==> src/rtl/alu_result_fifo.sv <==
// alu_result_fifo: first-word-fall-through buffer for non-NOP results of the 3-stage ALU.
// Latency: a result written in cycle N is visible on out_* in cycle N+1.
// Backpressure: the ALU cannot stall. issue_ok throttles the issuer with SKID entries of margin. A write into a full FIFO with no read is dropped and counted.
//
// Ports:
//   clk, reset             : clock, synchronous active-high reset
//   in_res/in_databits/in_op: ALU result stream; in_op == OP_NOP marks an empty slot
//   out_valid/out_ready    : consumer handshake; out_res/out_databits/out_op carry the head entry
//   count                  : occupancy 0..DEPTH
//   issue_ok               : upstream may issue a new ALU op
//   overflow/drop_count    : sticky loss flag and saturating count of dropped results
module alu_result_fifo #(
    parameter int         WIDTH     = 32,
    parameter int         DATABITS  = 7,
    parameter int         DEPTH     = 8,
    parameter int         ADDR_BITS = 3,
    parameter logic [1:0] OP_NOP    = 2'd0,
    parameter int         SKID      = 4
) (
    input  logic                 clk,
    input  logic                 reset,
    input  logic [WIDTH-1:0]     in_res,
    input  logic [DATABITS-1:0]  in_databits,
    input  logic [1:0]           in_op,
    output logic                 out_valid,
    input  logic                 out_ready,
    output logic [WIDTH-1:0]     out_res,
    output logic [DATABITS-1:0]  out_databits,
    output logic [1:0]           out_op,
    output logic [ADDR_BITS:0]   count,
    output logic                 issue_ok,
    output logic                 overflow,
    output logic [7:0]           drop_count
);

    typedef struct packed {
        logic [1:0]          op;
        logic [DATABITS-1:0] databits;
        logic [WIDTH-1:0]    res;
    } entry_t;

    localparam logic [ADDR_BITS:0] DEPTH_C = DEPTH[ADDR_BITS:0];
    localparam logic [ADDR_BITS:0] SKID_C  = SKID[ADDR_BITS:0];

    entry_t                 mem_q [DEPTH];
    entry_t                 mem_d [DEPTH];
    logic [ADDR_BITS-1:0]   wr_ptr_q, wr_ptr_d;
    logic [ADDR_BITS-1:0]   rd_ptr_q, rd_ptr_d;
    logic [ADDR_BITS:0]     count_q, count_d;
    logic                   overflow_q, overflow_d;
    logic [7:0]             drop_count_q, drop_count_d;

    logic                   wr_evt;
    logic                   rd_evt;
    logic                   full;
    logic                   wr_acc;
    logic                   wr_drop;
    logic [ADDR_BITS:0]     free_slots;
    entry_t                 head;

    always_comb begin
        wr_evt  = (in_op != OP_NOP);
        rd_evt  = out_valid && out_ready;
        full    = (count_q == DEPTH_C);
        // A full FIFO still accepts a write when the head leaves in the same cycle.
        wr_acc  = wr_evt && (!full || rd_evt);
        wr_drop = wr_evt && full && !rd_evt;

        mem_d    = mem_q;
        wr_ptr_d = wr_ptr_q;
        rd_ptr_d = rd_ptr_q;
        if (wr_acc) begin
            mem_d[wr_ptr_q] = '{op: in_op, databits: in_databits, res: in_res};
            wr_ptr_d        = wr_ptr_q + 1'b1;
        end
        if (rd_evt) begin
            rd_ptr_d = rd_ptr_q + 1'b1;
        end

        count_d = count_q;
        if (wr_acc && !rd_evt) begin
            count_d = count_q + 1'b1;
        end else if (!wr_acc && rd_evt) begin
            count_d = count_q - 1'b1;
        end

        overflow_d   = overflow_q || wr_drop;
        drop_count_d = drop_count_q;
        if (wr_drop && (drop_count_q != 8'hFF)) begin
            drop_count_d = drop_count_q + 1'b1;
        end
    end

    always_ff @(posedge clk) begin
        if (reset) begin
            for (int i = 0; i < DEPTH; i++) begin
                mem_q[i] <= '0;
            end
            wr_ptr_q     <= '0;
            rd_ptr_q     <= '0;
            count_q      <= '0;
            overflow_q   <= 1'b0;
            drop_count_q <= 8'd0;
        end else begin
            mem_q        <= mem_d;
            wr_ptr_q     <= wr_ptr_d;
            rd_ptr_q     <= rd_ptr_d;
            count_q      <= count_d;
            overflow_q   <= overflow_d;
            drop_count_q <= drop_count_d;
        end
    end

    // Outputs come only from registered state; the head is forced to zero when empty.
    always_comb begin
        out_valid    = (count_q != '0);
        head         = mem_q[rd_ptr_q];
        out_res      = out_valid ? head.res      : '0;
        out_databits = out_valid ? head.databits : '0;
        out_op       = out_valid ? head.op       : 2'd0;
        count        = count_q;
        free_slots   = DEPTH_C - count_q;
        issue_ok     = (free_slots > SKID_C);
        overflow     = overflow_q;
        drop_count   = drop_count_q;
    end

endmodule

==> config.mk <==
export PLATFORM = sky130hd
export DESIGN_NAME = alu_result_fifo
export DESIGN_NICKNAME = d
export VERILOG_FILES = /design/src/rtl/alu_result_fifo.sv
export SDC_FILE = /design/constraint.sdc
export NUM_CORES = 1
export LEC_CHECK = 0
export CAP_MARGIN = 20
export CORE_UTILIZATION = 45
export CTS_BUF_LIST = sky130_fd_sc_hd__clkbuf_4
export CTS_CLUSTER_SIZE = 12
export DETAILED_ROUTE_END_ITERATION = 16
export DONT_BUFFER_PORTS = 1
export PLACE_DENSITY_LB_ADDON = 0.15
export REMOVE_ABC_BUFFERS = 1
export SLEW_MARGIN = 25
export SYNTH_ARGS = -nofsm -noshare
export SYNTH_HDL_FRONTEND = slang
export SYNTH_SLANG_ARGS = --single-unit
==> constraint.sdc <==
create_clock -name clk -period 3.1 [get_ports clk]
set_input_delay 0.62 -clock clk [delete_from_list [all_inputs] [get_ports clk]]
set_output_delay 0.62 -clock clk [all_outputs]
set_load 0.005 [all_outputs]
-- Word-level counts from Yosys, hierarchy flattened
Cells that the tools add are included.
- register bits after elaboration: 347
- bits of input ports: 44
- output and inout port bits: 56
- word-level logic and storage cells: 70
- add/subtract/negate cells: 6
- order comparisons: 4
- eq/ne operators: 2
- mux-type cells: 11
- bitwise logic cells: 2
- reductions and logical operators: 16
- operators with widths (kind ; number):
    328-bit bitwise mux ; 1
    41-bit binary-select mux with 3-bit select ; 1
    41-bit demux with 3-bit select ; 1
    41-bit two-way mux ; 3
    32-bit two-way mux ; 1
    8-bit by 1-bit adder with 8-bit output (second input constant) ; 1
    4-bit greater-or-equal comparator (second input constant) ; 2
    1-bit logical AND ; 8
    4-bit two-way mux ; 2
    8-bit != test (second input constant) ; 1
    3-bit NOT with 4-bit output ; 2
    7-bit two-way mux ; 1
    3-bit by 1-bit adder with 3-bit output (second input constant) ; 2
    4-bit by 1-bit adder with 4-bit output (second input constant) ; 1
    4-bit == test (second input constant) ; 1
    4-bit by 3-bit greater-than comparator with 1-bit output (second input constant) ; 1
    4-bit by 1-bit < comparator with 1-bit output (second input constant) ; 1
    2-bit nonzero test ; 2
    4-bit nonzero test ; 1
    4-bit by 1-bit subtractor with 4-bit output (second input constant) ; 1
    4-bit subtractor (first input constant) ; 1
    1-bit logical NOT ; 3
    1-bit logical OR ; 2
    2-bit two-way mux ; 1

-- Logic depth before layout (Yosys ltp)
Gate-level depths: netlist of run 1.
- word-level depth: 8
- mapped depth: 11
- depth with buffers taken out: 10

-- Least setup slack after synthesis of run 1
Ideal clock, no wire load.
- path type: in2reg
- start point: input out_ready
- end point: register count_q[3], in the netlist count[3]
- setup time: 0.123 ns
- arrival: 2.484 ns
- data required time: 2.977 ns
- slack: 0.492 ns
- stages: 11
- path buffers: 2
- cell sequence: nor2b_1 -> buf_4 -> buf_4 -> a21oi_2 -> ha_1 -> inv_1 -> ha_1 -> a21oi_1 -> a211oi_1 -> a31oi_1 -> mux2_1
- longest elaborated chain between the ends: 6
- elaborated cells between the ends (all ways): 9
- classes of those cells: mux (1); reduce/logical (8)
- RTL lines (what ; line ; RTL):
    start, declared ; 26 ; input logic out_ready,
    1-bit logical AND * ; 63 ; rd_evt = out_valid && out_ready;
    1-bit logical OR * ; 66 ; wr_acc = wr_evt && (!full || rd_evt);
    1-bit logical AND * ; 66 ;
    via wr_acc ; 56 ; logic wr_acc;
    1-bit logical NOT ; 83 ; end else if (!wr_acc && rd_evt) begin
    1-bit logical AND ; 83 ;
    2-bit nonzero test (no source line) ; -- ;
    end signal, assigned ; 108 ; count_q <= count_d;
    end, declared ; 49 ; logic [ADDR_BITS:0] count_q, count_d;
The timed path passes the listed nets; every way through them passes the cells marked *.
A chain may end at the register's enable or synchronous reset.

-- Final worst setup path of run 1
- start point: register rd_ptr_q[1]
- end point: output out_res[29]
- longest elaborated chain between the ends: 5
- RTL lines (what ; line ; RTL):
    start, declared ; 48 ; logic [ADDR_BITS-1:0] rd_ptr_q, rd_ptr_d;
    start signal, assigned ; 107 ; rd_ptr_q <= rd_ptr_d;
    3-bit NOT with 4-bit output (not written as such) ; 117 ; head = mem_q[rd_ptr_q];
    41-bit binary-select mux with 3-bit select ; 117 ;
    41-bit two-way mux (not written as such) (2 in series) ; 117 ;
    32-bit two-way mux ; 118 ; out_res = out_valid ? head.res : '0;
    end, declared ; 27 ; output logic [WIDTH-1:0] out_res,
Every way passes these cells. The select of a mux whose other input is x is not followed.

==> results.md, run 1 <==
Route:
- The total vias in the final route is 12.4k.
- Dividing the detail-routed via count by the number of cells gives 5.36.
- In the final routed layout, each cell accounts on average for 18.9 um.
- The post-detailed-route count of antenna-violating nets is 0.
- The detailed-routing iteration count for the pre-antenna-repair pass is 5.
- The number of remaining DRC errors is 0.
- The number of DRC violations after detailed-routing iteration 0 is 876.
- Wires add up to 43700 um.

Clock tree:
- The root buffer cell is sky130_fd_sc_hd__clkbuf_4.
- CTS saw 347 sinks.
- The number of CTS-inserted buffers is 94.
- The latest clock arrival within the worst-skew pair is 730 ps.
- The deepest clock path buffer count is 3.
- TritonCTS built the clock tree.
- CTS built an H-tree with a depth of 3.
- After clock tree synthesis, the clock-pin slew on the worst setup and hold paths is 70 ps.

Synthesis:
- The synthesis-stage register bit count is 347.
- By area the synthesized netlist is led by sky130_fd_sc_hd__dfxtp_1 (46%), sky130_fd_sc_hd__nand2_1 (16%), sky130_fd_sc_hd__mux4_2 (12%).
- The fraction of registers with async set/reset is 0.
- The number of flops mapped to enable cells by yosys is 0.
- Among all cell types in the netlist, the one instantiated most often is sky130_fd_sc_hd__nand2_1.
- The share of synthesized area in the top cell type comes to 0.458.
- The top flip-flop cell by instance count after synthesis is sky130_fd_sc_hd__dfxtp_1.
- In the synthesized netlist, the cells that appear most often are sky130_fd_sc_hd__nand2_1 (660), sky130_fd_sc_hd__dfxtp_1 (347), sky130_fd_sc_hd__a21oi_1 (339), sky130_fd_sc_hd__mux4_2 (82), sky130_fd_sc_hd__clkbuf_1 (75).
- The compound-cell area share of the yosys netlist is 0.130.
- The cell count after synthesis came out at 1782.
- The biggest area contributor in the post-synthesis netlist is sky130_fd_sc_hd__dfxtp_1.
- The area share of fa/ha/maj cells after synthesis is 0.00627.
- The post-synthesis instance area is 0.0152 sq mm.
- The combinational family with the most area after synthesis is simple AND/OR/NAND/NOR gates.
- During synthesis, Yosys emitted a total of 0 warnings.
- Of the total synthesized cell area, the portion taken by XOR and XNOR cells is 0.00346.
- The sequential fraction of the synthesis area is 0.458.
- The average instance in the mapped netlist occupies 8.51 sq um.
- Of the post-synthesis cell area, the part taken by muxes is 0.152.
- Of the total synthesized cell area, the portion taken by AND, OR, NAND and NOR gates is 0.189.
- The synthesized netlist contains 42 unique library cells.

Floorplanning:
- The floorplan step set the die height to 186 um.
- The number of placement rows is 66.
- The die width is 186 um.
- The area of the core is 0.0329 sq mm.
- The area of the die is 0.0344 sq mm.
- The initial utilization of the core area, before any placement, comes to 0.461.
- The count of pins on the block boundary is 100.

Global routing:
- The peak-usage layer in the global routing report is met2.
- In the global route stage, met1 resource usage came out at 0.325.
- The global-route wire length before repair is 68300 um.
- The global router's overall resource usage is 0.257.
- The met2 track utilization from global routing is 0.433.
- For this run the aggregate overflow at the end of global routing stands at 0.
- The met3 layer usage reported by global route is 0.0544.
- The number of antenna violations at the first check in global routing is 2.
- Entering global routing, the biggest net connects 330 pins.
- The number of global-route vias before repair is 12.2k.

Status:
- The run finished with clean final reports.

Setup path:
- The cell count along the critical path is 4.
- At the worst endpoint, the arrival time is 2390 ps.
- The maximum net fanout on the critical path is 44.
- The critical path goes through buf_16, mux4_2, mux2i_2, nor2_1.
- The nature of the critical path startpoint is a flop.
- The slowest library cell on the worst path is sky130_fd_sc_hd__mux4_2.
- The critical path buffer and inverter count is 1.
- STA puts the critical path data required time at 2480 ps.
- The largest stage delay on the critical path is 560 ps.
- The cell family contributing the most delay on the critical path is multiplexers.
- The type of destination of the critical path is a primary output.
- The cell count of the worst reg-to-reg path is 10.
- The critical path in this run is classified as flop to primary output.

Power and ir drop:
- The switching portion of total power is 0.327.
- The share of total power dissipated in sequential elements is 0.409.
- The internal power consumption is 8.26 mW.
- The maximum resistive drop on vdd is 0.421 mV.
- The overall power after layout is 12.3 mW.
- Summed over all cells, the static leakage comes to 5.71 nW.
- Summed over all nets, the switching power comes to 4.02 mW.
- The share of total power dissipated in the clock network is 0.334.
- The power per standard cell area is 715 mW/mm^2.
- The share of total power dissipated in combinational logic is 0.256.

STA:
- The number of slew-limit violations in the final report is 0.
- The number of hold violations in the final report came to 0.
- The count of endpoints failing setup in the final report is 0.
- The worst pin sits at a relative slew slack of 0.428.
- Based on the critical path, the design can be clocked at up to 333 MHz.
- In the finished design, the share of the clock period the worst path needs comes to 0.970.
- After layout, the worst setup slack is 92.8 ps.
- The final critical path time including I/O delays and setup is 3010 ps.
- Across the routed clock network, the largest skew measured is 39.9 ps.
- The worst-margin pin slew is 856 ps.

Hold path:
- Along the worst hold path, the cell count comes to 2.
- The type of the worst min-delay path is primary input to flop.

Place:
- After legalization and detailed placement, the total HPWL measured 23700 um.
- The pre-CTS worst setup slack is 603 ps.
- Routability-driven placement finished with a final weighted congestion of 0.777.
- The count of buffers added on input and output ports is 0.

Flow run:
- The max capacitance violation total is 0.

Finish:
- The area growth from synthesis to layout is 13.3%.
- The fraction of layout cells with a size suffix above 1 is 0.168.
- The final layout contains 1844 nets.
## timing repair
action                                  CTS  global route
endpoints found under the setup margin   21             8
cloned                                    0             1
endpoints found under the hold margin   283            27
gates resized for setup                   1             7
buffers inserted                          3             2
hold buffers                             43             3
## path summary, 6_finish.rpt
kind,endpoint,slack [ps],startpoint
setup reg to reg,count[3],550,count[0]
hold reg to reg,mem_q[186],450,mem_q[186]
hold / removal,mem_q[297],50,in_res[10]
setup / recovery,out_res[29],90,rd_ptr_q[1]
## cells in the final DEF, fill, tap and decap left out, drive strengths merged, types with 5 or more instances in the layout
master       Yosys  layout
dlygate4sd3      0      45
mux4            82      82
nor2            55      55
a21oi          340     340
buf             64      47
ha               6       6
nand3            7       7
clkbuf         114     149
mux2i           44      44
dfxtp          347     347
inv              6       6
clkinv           0      14
nand2          660     660
a211oi          10      10
or4              5       5
a211o            8       8
## final cells by class
cell class / instances / area, sq um
fill: 3150 / 15700
inverter: 6 / 22.5
tap: 442 / 553
sequential: 347 / 6960
timing repair buffer: 93 / 1040
multi-input combinational: 1251 / 7400
clock buffer: 148 / 1110
clock inverter: 16 / 91.3
antenna: 2 / 5.00
## cell families (layout without fill, tap and decap cells)
| logic type | after synthesis | in the layout |
|---|---|---|
| xor+xnor | 6 | 6 |
| simple gates | 741 | 741 |
| other cells | 0 | 2 |
| mux | 128 | 128 |
| compound gates | 369 | 369 |
| fa+ha+maj | 7 | 7 |
| flops | 347 | 347 |
| buf+inv | 184 | 263 |
## power by group through the flow
stage	combinational, mW	sequential, mW	clock, mW
after floorplan	1.68	5.26	0
after global placement	2.89	5.12	0
after detailed placement	2.94	5.14	0
after CTS	3.09	5.02	4.22
after global routing	3.42	5.06	4.47
final	3.15	5.03	4.10
## state kept, by name, indices dropped and copies added (netlist names)
register	flops
overflow	1
count	4
mem_q	328
rd_ptr_q	3
drop_count	8
wr_ptr_q	3
## metal layers
layer	vias up	routed length, um	part of all wire
met5	-	0	0
li1	6037	-	-
met4	0	879	0.020
met2	314	21300	0.49
met1	5931	19000	0.44
met3	70	2410	0.055
## metrics by stage
stage / hold slack (ps) / instances / area [sq um] / setup TNS (ps) / utilization
after floorplan: 427 / 1604 / 14300 / -57640 / -
after global placement: 438 / 2087 / 15400 / 0 / 0.469
after detailed placement: 444 / 2087 / 15400 / 0 / 0.469
after CTS: 0.228 / 2297 / 17100 / 0 / 0.519
after global routing: 3.31 / 2305 / 17200 / -11.2 / 0.523
final: 47.3 / 2305 / 17200 / 0 / 0.523
## worst reg2reg max path, delay by kind of cell, from the launching register on
family / cells / cell delay, ps
buffers and inverters: 2 / 200
adders and majority gates: 2 / 540
DFF: 1 / 440
AOI/OAI and AO/OA: 3 / 440
muxes: 1 / 330
and+or+nand+nor: 2 / 500
No activity file was read; power rests on OpenSTA's default activity.
==> run 2: changes to the inputs <==
--- a/config.mk
+++ b/config.mk
@@ -11,6 +11,7 @@
 export CTS_CLUSTER_SIZE = 12
 export DETAILED_ROUTE_END_ITERATION = 16
 export DONT_BUFFER_PORTS = 1
+export MAX_ROUTING_LAYER = met4
 export PLACE_DENSITY_LB_ADDON = 0.15
 export REMOVE_ABC_BUFFERS = 1
 export SLEW_MARGIN = 25
==> constraint.sdc (replaced) <==
create_clock -name clk -period 2.65 [get_ports clk]
set_input_delay 0.53 -clock clk [delete_from_list [all_inputs] [get_ports clk]]
set_output_delay 0.53 -clock clk [all_outputs]
set_load 0.005 [all_outputs]
==> run 2 against run 1 <==
The run now ends with setup timing left. Worst hold slack better by 190 ps. Critical path depth is 1 higher. Via count is 11% higher. Register-to-register slack worse by 420 ps. Combinational power is 50% higher. Total power is 28% higher. Sequential share of layout area is 5.8 points lower. Clock power is 25% higher. Flip-flop and latch count stayed put. Sequential power is 17% higher. Non-clock buffer count is 253 higher. Critical endpoint is now out_res[23]. Highest routed layer unchanged.
==> results.md, run 2 (same netlist as run 1, synthesis figures left out) <==
STA:
- The number of hold violations in the final report is 0 (unchanged).
- The count of endpoints failing setup in the final report is 41 (+41).
- The max-slew headroom at the worst pin is 0.550 (+0.123).
- The aggregate negative setup slack is -6100 ps (-6100 ps).
- The largest clock skew in the final design was 55.5 ps (+15.5 ps).
- Setup repair after global routing could not meet its margin everywhere.
- The post-route fraction of the period consumed by the critical path is 1.09.
- Subtracting the final worst setup slack from the clock period gives 2880 ps.
- The final worst setup slack came to -227 ps (-320 ps).
- The highest attainable clock frequency is 348 MHz.
- The number of slew-limit violations in the final report is 0 (unchanged).
- The worst-margin pin slew is 674 ps (-182 ps).

Global routing:
- The met3 layer usage reported by global route is 0.0542 (-0.000196).
- The largest net degree at the start of global routing is 218 (-34%).
- The number of antenna violations at the first check in global routing came to 5 (+3).
- The met2 track utilization from global routing is 0.485 (+0.0515).
- The met1 usage is 0.347 (+0.0228).
- The number of global-route vias before repair came to 13.7k (+12%).
- The global routing stage identified its most utilized layer as met2.
- The global router's overall resource usage is 0.290 (+0.0328).
- The total congestion overflow after global routing came to 0 (unchanged).
- The global-route wire length before repair is 74500 um (+9.1%).

Setup path:
- The minimum setup slack among reg-to-reg paths came to 130 ps (-420 ps).
- The maximum net fanout on the critical path is 7 (-84%).
- The critical path is of the flop to primary output type.
- The worst register-to-register path begins at count[0].
- The nature of the critical path startpoint is a flop.
- The type of destination of the critical path is a primary output.
- The required time of the critical path is 2120 ps (-360 ps).
- The cell count of the worst reg-to-reg path is 7 (-3).
- The end of the worst register-to-register path is mem_q[200].
- In this run the worst setup path begins at rd_ptr_q[0].
- The arrival time of the worst setup path is 2350 ps (-40 ps).

Finish:
- The fraction of layout cells with a size suffix above 1 is 0.177 (+0.00907).
- The multi-input gate area in the final layout is 0.00752 sq mm (+1.6%).
- The most common library cell in the layout ignoring fill and taps is sky130_fd_sc_hd__nand2_1.
- The top cell types in the final layout, fill and taps aside, are sky130_fd_sc_hd__nand2_1 (660), sky130_fd_sc_hd__dfxtp_1 (341), sky130_fd_sc_hd__a21oi_1 (338).
- The filler cell count is 2912 (-7.6%).
- The area used by sequential logic in the layout was 0.00696 sq mm (about the same).
- The final core utilization is 0.611 (+0.0878).
- The register ranked first by flip-flop count is mem_q.
- The count of nets after finishing is 2099 (+14%).
- The number of flip-flops in the largest register is 328 (unchanged).
- The area growth from synthesis to layout is 32.3%.

Route:
- The via-per-instance ratio is 5.33 (-0.59%).
- The wire length per cell is 18.6 um (-1.8%).
- The detailed-routing iteration count for the pre-antenna-repair pass is 5 (unchanged).
- The number of DRC violations after detailed-routing iteration 0 came to 1127 (+29%).
- The post-detailed-route count of antenna-violating nets is 0 (unchanged).
- The overall routed net length was 47800 um (+9.5%).
- The number of remaining DRC errors is 0 (unchanged).
- The total vias in the final route came to 13.7k (+11%).

Place:
- The half-perimeter wire length of the detailed placement result is 23500 um (-0.48%).
- The routability-driven placement congestion ratio is 0.776 (-0.18%).
- The count of buffers inserted at the top-level ports was 0 (unchanged).
- The pre-CTS worst setup slack is 163 ps (-440 ps).

Hold path:
- The startpoint identified for the worst hold timing path is in_op[0].
- The number of cells on the worst hold path is 4 (+2).
- In this run the worst hold path is classified as primary input to flop.
- For hold timing, the worst endpoint is wr_ptr_q[0].

Clock tree:
- The number of CTS-inserted buffers is 96 (+2.1%).
- The deepest clock path buffer count was 3 (unchanged).
- The clock net sink count is 347 (unchanged).
- The clock transition at the registers of the reported paths was 60 ps (about the same).
- The TritonCTS clock tree is done.
- The number of H-tree levels is 3 (unchanged).
- The latest clock arrival within the worst-skew pair is 790 ps (+60 ps).
- The tree is rooted in a sky130_fd_sc_hd__clkbuf_4.

Floorplanning:
- The area of the die came to 0.0344 sq mm (unchanged).
- The count of pins on the block boundary is 100 (unchanged).
- The die width is 186 um (unchanged).
- The area of the core is 0.0329 sq mm (unchanged).
- The starting utilization of the core area is 0.461 (unchanged).
- The number of placement rows is 66 (unchanged).
- The die span in y was 186 um (unchanged).

Power and ir drop:
- The maximum resistive drop on vdd is 0.495 mV (+17%).
- The power per standard cell area is 783 mW/mm^2 (+9.6%).
- The static power due to leakage is 7.49 nW (+31%).

Status:
- The run finished, with violations left.
- The checks that failed: setup timing.

Flow run:
- The max capacitance violation total is 0 (unchanged).
==> run 2: changes by cell type in the layout (fill, tap and decap cells not counted), moves of 4 or more <==
| cell | delta |
|---|---|
| sky130_fd_sc_hd__buf_16 | +6 |
| sky130_fd_sc_hd__dlygate4sd3_1 | +210 |
| sky130_fd_sc_hd__buf_6 | +7 |
| sky130_fd_sc_hd__mux2i_1 | -5 |
| sky130_fd_sc_hd__nor2_2 | +5 |
| sky130_fd_sc_hd__nor2_1 | -5 |
| sky130_fd_sc_hd__mux2i_4 | +5 |
| sky130_fd_sc_hd__clkinv_1 | +4 |
| sky130_fd_sc_hd__diode_2 | +4 |
| sky130_fd_sc_hd__buf_4 | +23 |
==> run 2: where the power goes <==
group | switching, mW | internal, mW | leakage (nW) | total, mW
Combinational | 2.51 | 2.20 | 3.91 | 4.71
Clock | 2.30 | 2.81 | 0.765 | 5.11
Sequential | 0.297 | 5.59 | 2.81 | 5.89
==> run 2: how the worst max path moves through the flow <==
stage | endpoint | cells after the start
final | out_res[23] | 5
after floorplan | out_databits[0] | 3
after detailed placement | count[3] | 10
after global placement | count[3] | 10
after global routing | out_res[23] | 5
after CTS | out_res[8] | 4
==> run 2: area by class of cell <==
cell class	count	share of cell area
Antenna cell	6	0.000748
Clock buffer	147	0.0550
Clock inverter	25	0.00910
Inverter	6	0.00112
Multi-Input combinational cell	1251	0.375
Sequential cell	347	0.347
Tap cell	442	0.0276
Timing Repair Buffer	346	0.185
==> run 2: repair_timing <==
action	CTS	global route
resized for setup	32	20
hold endpoints to repair	345	0
hold buffers	256	0
endpoints found under the setup margin	41	104
pin swaps	2	4
cloned	6	2
buffers inserted	20	15
==> run 2: per-stage QoR <==
stage / power [mW] / hold WS (ps) / cell area [sq um] / instances
6_report: 15.7 / 239 / 20100 / 2570
3_3_place_gp: 9.31 / 438 / 15400 / 2094
5_1_grt: 16.5 / 96.7 / 20100 / 2570
3_5_place_dp: 9.38 / 442 / 15400 / 2094
2_1_floorplan: 8.12 / 427 / 14300 / 1604
4_1_cts: 15.5 / 65.2 / 19800 / 2548
==> run 2: per-layer routing <==
metal / vias up / part of all wire
met2: 411 / 0.50
met5: - / 0
met3: 89 / 0.058
met1: 6625 / 0.42
li1: 6566 / -
met4: 0 / 0.023
==> run 2: critical path: stages, from the launching register on <==
cell and delay (ps):
sky130_fd_sc_hd__dfxtp_4 500, sky130_fd_sc_hd__buf_16 180, sky130_fd_sc_hd__buf_6 110, sky130_fd_sc_hd__mux4_2 520, sky130_fd_sc_hd__mux2i_4 210, sky130_fd_sc_hd__nor2_2 70
==> run 3: changes to the inputs <==
==> constraint.sdc (replaced) <==
create_clock -name clk -period 2.55 [get_ports clk]
set_input_delay 0.51 -clock clk [delete_from_list [all_inputs] [get_ports clk]]
set_output_delay 0.51 -clock clk [all_outputs]
set_load 0.005 [all_outputs]
==> run 3 against run 2 <==
The flow still finishes with violations (setup timing). Final area shrank 0.27%. Total power grew 1.0%. Largest power group unchanged. Clock power shrank 5.7%.
==> results.md, run 3 (same netlist as run 1, synthesis figures left out) <==
STA:
- The count of endpoints failing setup in the final report was 41 (unchanged).
- The aggregate negative setup slack is -8560 ps (-2460 ps).
- Subtracting the final worst setup slack from the clock period gives 2800 ps.
- The max-slew headroom at the worst pin was 0.539 (-0.0118).
- Based on the critical path, the design can be clocked at up to 357 MHz.
- The largest clock skew in the final design was 22.9 ps (-32.6 ps).
- The number of hold violations in the final report is 0 (unchanged).
- The final worst setup slack is -249 ps (-21.9 ps).
- The number of slew-limit violations in the final report was 0 (unchanged).
- Of the available clock period, the critical path in the final layout requires 1.10.
- Setup repair after global routing could not meet its margin everywhere.
- The worst-margin pin slew is 692 ps (+18.2 ps).

Power and ir drop:
- The relative contribution of combinational cells to total power came to 0.314 (+0.014).
- The maximum resistive drop on vdd is 0.617 mV (+25%).
- The overall power after layout is 15.9 mW (+1.0%).
- The register share of total power is 0.383 (+0.008).
- The static power due to leakage is 7.45 nW (-0.58%).
- The share of power burned in the clock network is 0.304 (-0.021).
- The power per standard cell area is 794 mW/mm^2 (+1.3%).
- The internal power consumption is 10.6 mW (+0.25%).
- The power dissipated by switching net loads was 5.25 mW (+2.7%).
- The switching portion of total power is 0.330 (+0.00534).

Setup path:
- The nature of the critical path startpoint is a flop.
- The required time of the critical path came to 2040 ps (-80 ps).
- For this design, the slowest cell found on the critical path is sky130_fd_sc_hd__mux4_2.
- The minimum setup slack among reg-to-reg paths is 120 ps (about the same).
- The worst setup path startpoint is rd_ptr_q[0].
- The critical path goes through buf_12, buf_16, mux4_2, mux2i_2, nor2_1.
- The largest stage delay on the critical path came to 500 ps (-20 ps).
- The type of destination of the critical path is a primary output.
- The critical path in this run is classified as flop to primary output.
- The startpoint identified for the worst register-to-register timing path is count[2].
- The family with the most delay on the worst path is multiplexers.
- The maximum net fanout on the critical path came to 5 (-2).
- The critical path buffer and inverter count is 2 (unchanged).
- The arrival time of the worst setup path is 2290 ps (-60 ps).

Clock tree:
- The clock net sink count was 347 (unchanged).
- The number of H-tree levels was 3 (unchanged).
- TritonCTS built the clock tree.
- The number of CTS-inserted buffers is 93 (-3.1%).
- The deepest clock path buffer count is 3 (unchanged).
- The root buffer cell is sky130_fd_sc_hd__clkbuf_4.
- The clock transition at the registers of the reported paths was 70 ps (about the same).
- The latest clock arrival within the worst-skew pair is 760 ps (-30 ps).

Hold path:
- The worst hold path begins at in_op[0].
- In this run the worst hold path is classified as primary input to flop.

Global routing:
- The global router's overall resource usage was 0.296 (+0.00594).
- The total congestion overflow after global routing is 0 (unchanged).
- The number of antenna violations at the first check in global routing is 4 (-1).
- The global-route wire length before repair came to 75900 um (+1.9%).
- The number of global-route vias before repair is 13.9k (+1.5%).
- The largest net degree at the start of global routing is 224 (+2.8%).

Finish:
- The filler cell count is 2970 (+2.0%).
- The count of nets after finishing is 2094 (-0.24%).
- Leaving out fill and tap cells, the most frequent cell in the layout is sky130_fd_sc_hd__nand2_1.
- The final core utilization came to 0.609 (-0.00167).
- The number of flip-flops in the largest register is 328 (unchanged).
- The fraction of layout cells with a size suffix above 1 came to 0.171 (-0.00594).
- The register ranked first by flip-flop count is mem_q.
- The area growth from synthesis to layout is 31.9%.
- The top cell types in the final layout, fill and taps aside, are sky130_fd_sc_hd__nand2_1 (660), sky130_fd_sc_hd__dfxtp_1 (344), sky130_fd_sc_hd__a21oi_1 (338).

Route:
- The number of remaining DRC errors was 0 (unchanged).
- The via-per-instance ratio was 5.35 (+0.49%).
- The detailed-routing iteration count for the pre-antenna-repair pass is 6 (+1).
- The total vias in the final route is 13.7k (-0.13%).
- The number of DRC violations after detailed-routing iteration 0 is 1058 (-6.1%).
- The post-detailed-route count of antenna-violating nets came to 0 (unchanged).
- The overall routed net length came to 48600 um (+1.7%).
- The wire length per cell came to 19.0 um (+2.4%).

Floorplanning:
- The count of pins on the block boundary was 100 (unchanged).
- The die span in y is 186 um (unchanged).
- The area of the core was 0.0329 sq mm (unchanged).
- The starting utilization of the core area is 0.461 (unchanged).
- The number of placement rows is 66 (unchanged).
- The area of the die is 0.0344 sq mm (unchanged).
- The die width came to 186 um (unchanged).

Place:
- The half-perimeter wire length of the detailed placement result is 23400 um (-0.58%).
- The routability-driven placement congestion ratio is 0.790 (+1.8%).
- The count of buffers inserted at the top-level ports is 0 (unchanged).
- The pre-CTS worst setup slack is 107 ps (-55.9 ps).

Status:
- The final reports fail on setup timing.
- The flow ran to the end, but the final reports show violations.

Flow run:
- The max capacitance violation total is 0 (unchanged).
==> run 3: cell types whose count changed in the layout (fill, tap and decap cells not counted), moves of 3 or more <==
cell	change
sky130_fd_sc_hd__buf_4	-13
sky130_fd_sc_hd__buf_12	+7
sky130_fd_sc_hd__dlygate4sd3_1	+6
sky130_fd_sc_hd__clkbuf_4	-4
sky130_fd_sc_hd__clkinv_2	-4
sky130_fd_sc_hd__mux2i_1	-4
sky130_fd_sc_hd__bufinv_16	-3
sky130_fd_sc_hd__clkbuf_16	+3
sky130_fd_sc_hd__clkinv_1	-3
sky130_fd_sc_hd__dfxtp_1	+3
sky130_fd_sc_hd__dfxtp_2	-3
sky130_fd_sc_hd__mux2i_2	+3
==> run 3: metrics by stage <==
stage / hold slack (ps) / area, sq um / cells
3_3_place_gp: 438 / 15500 / 2096
2_1_floorplan: 427 / 14300 / 1604
4_1_cts: 16.4 / 19800 / 2546
3_5_place_dp: 444 / 15500 / 2096
5_1_grt: 117 / 20000 / 2554
6_report: 199 / 20000 / 2554
==> run 3: final timing paths <==
path	to	cells after the start
hold / removal	wr_ptr_q[0]	4
hold reg to reg	mem_q[39]	2
setup reg to reg	mem_q[256]	7
setup / recovery	out_res[29]	5
==> run 3: area by class of cell <==
type                    instances  area, sq um  area share
flip-flops and latches        347         6960       0.348
repair buffers                344         3770       0.188
diodes                          4         10.0    0.000500
multi-input cells            1251         7560       0.378
well taps                     442          553      0.0276
clock inverters                17         67.6     0.00338
inverters                       6         22.5     0.00113
clock buffers                 143         1070      0.0536
==> run 3: worst register-to-register path: cells and delay by family (launching register included) <==
family | cells | cell delay (ps)
DFF | 1 | 570
AOI/OAI and AO/OA | 2 | 410
and+or+nand+nor | 2 | 240
buffers and inverters | 3 | 1170
==> run 3: what timing repair did <==
item,CTS,global route
hold endpoints to repair,345,0
hold buffers,262,0
resized for setup,31,32
cloned,7,4
buffers inserted,21,4
pin swaps,0,2
endpoints found under the setup margin,41,182
==> run 3: layer usage <==
layer	part of all wire	GRT usage	vias to the layer above
met1	0.42	0.360	6572
met4	0.021	0.106	0
li1	-	-	6551
met3	0.066	0.0489	74
met2	0.50	0.495	476
met5	0	-	-
==> run 3: power by group through the flow <==
stage / Sequential (mW) / Clock, mW / Combinational, mW
after floorplan: 6.40 / 0 / 2.04
after global placement: 6.19 / 0 / 3.58
after detailed placement: 6.20 / 0 / 3.60
after CTS: 6.06 / 4.94 / 4.86
after global routing: 6.12 / 5.20 / 5.34
final: 6.08 / 4.82 / 4.98
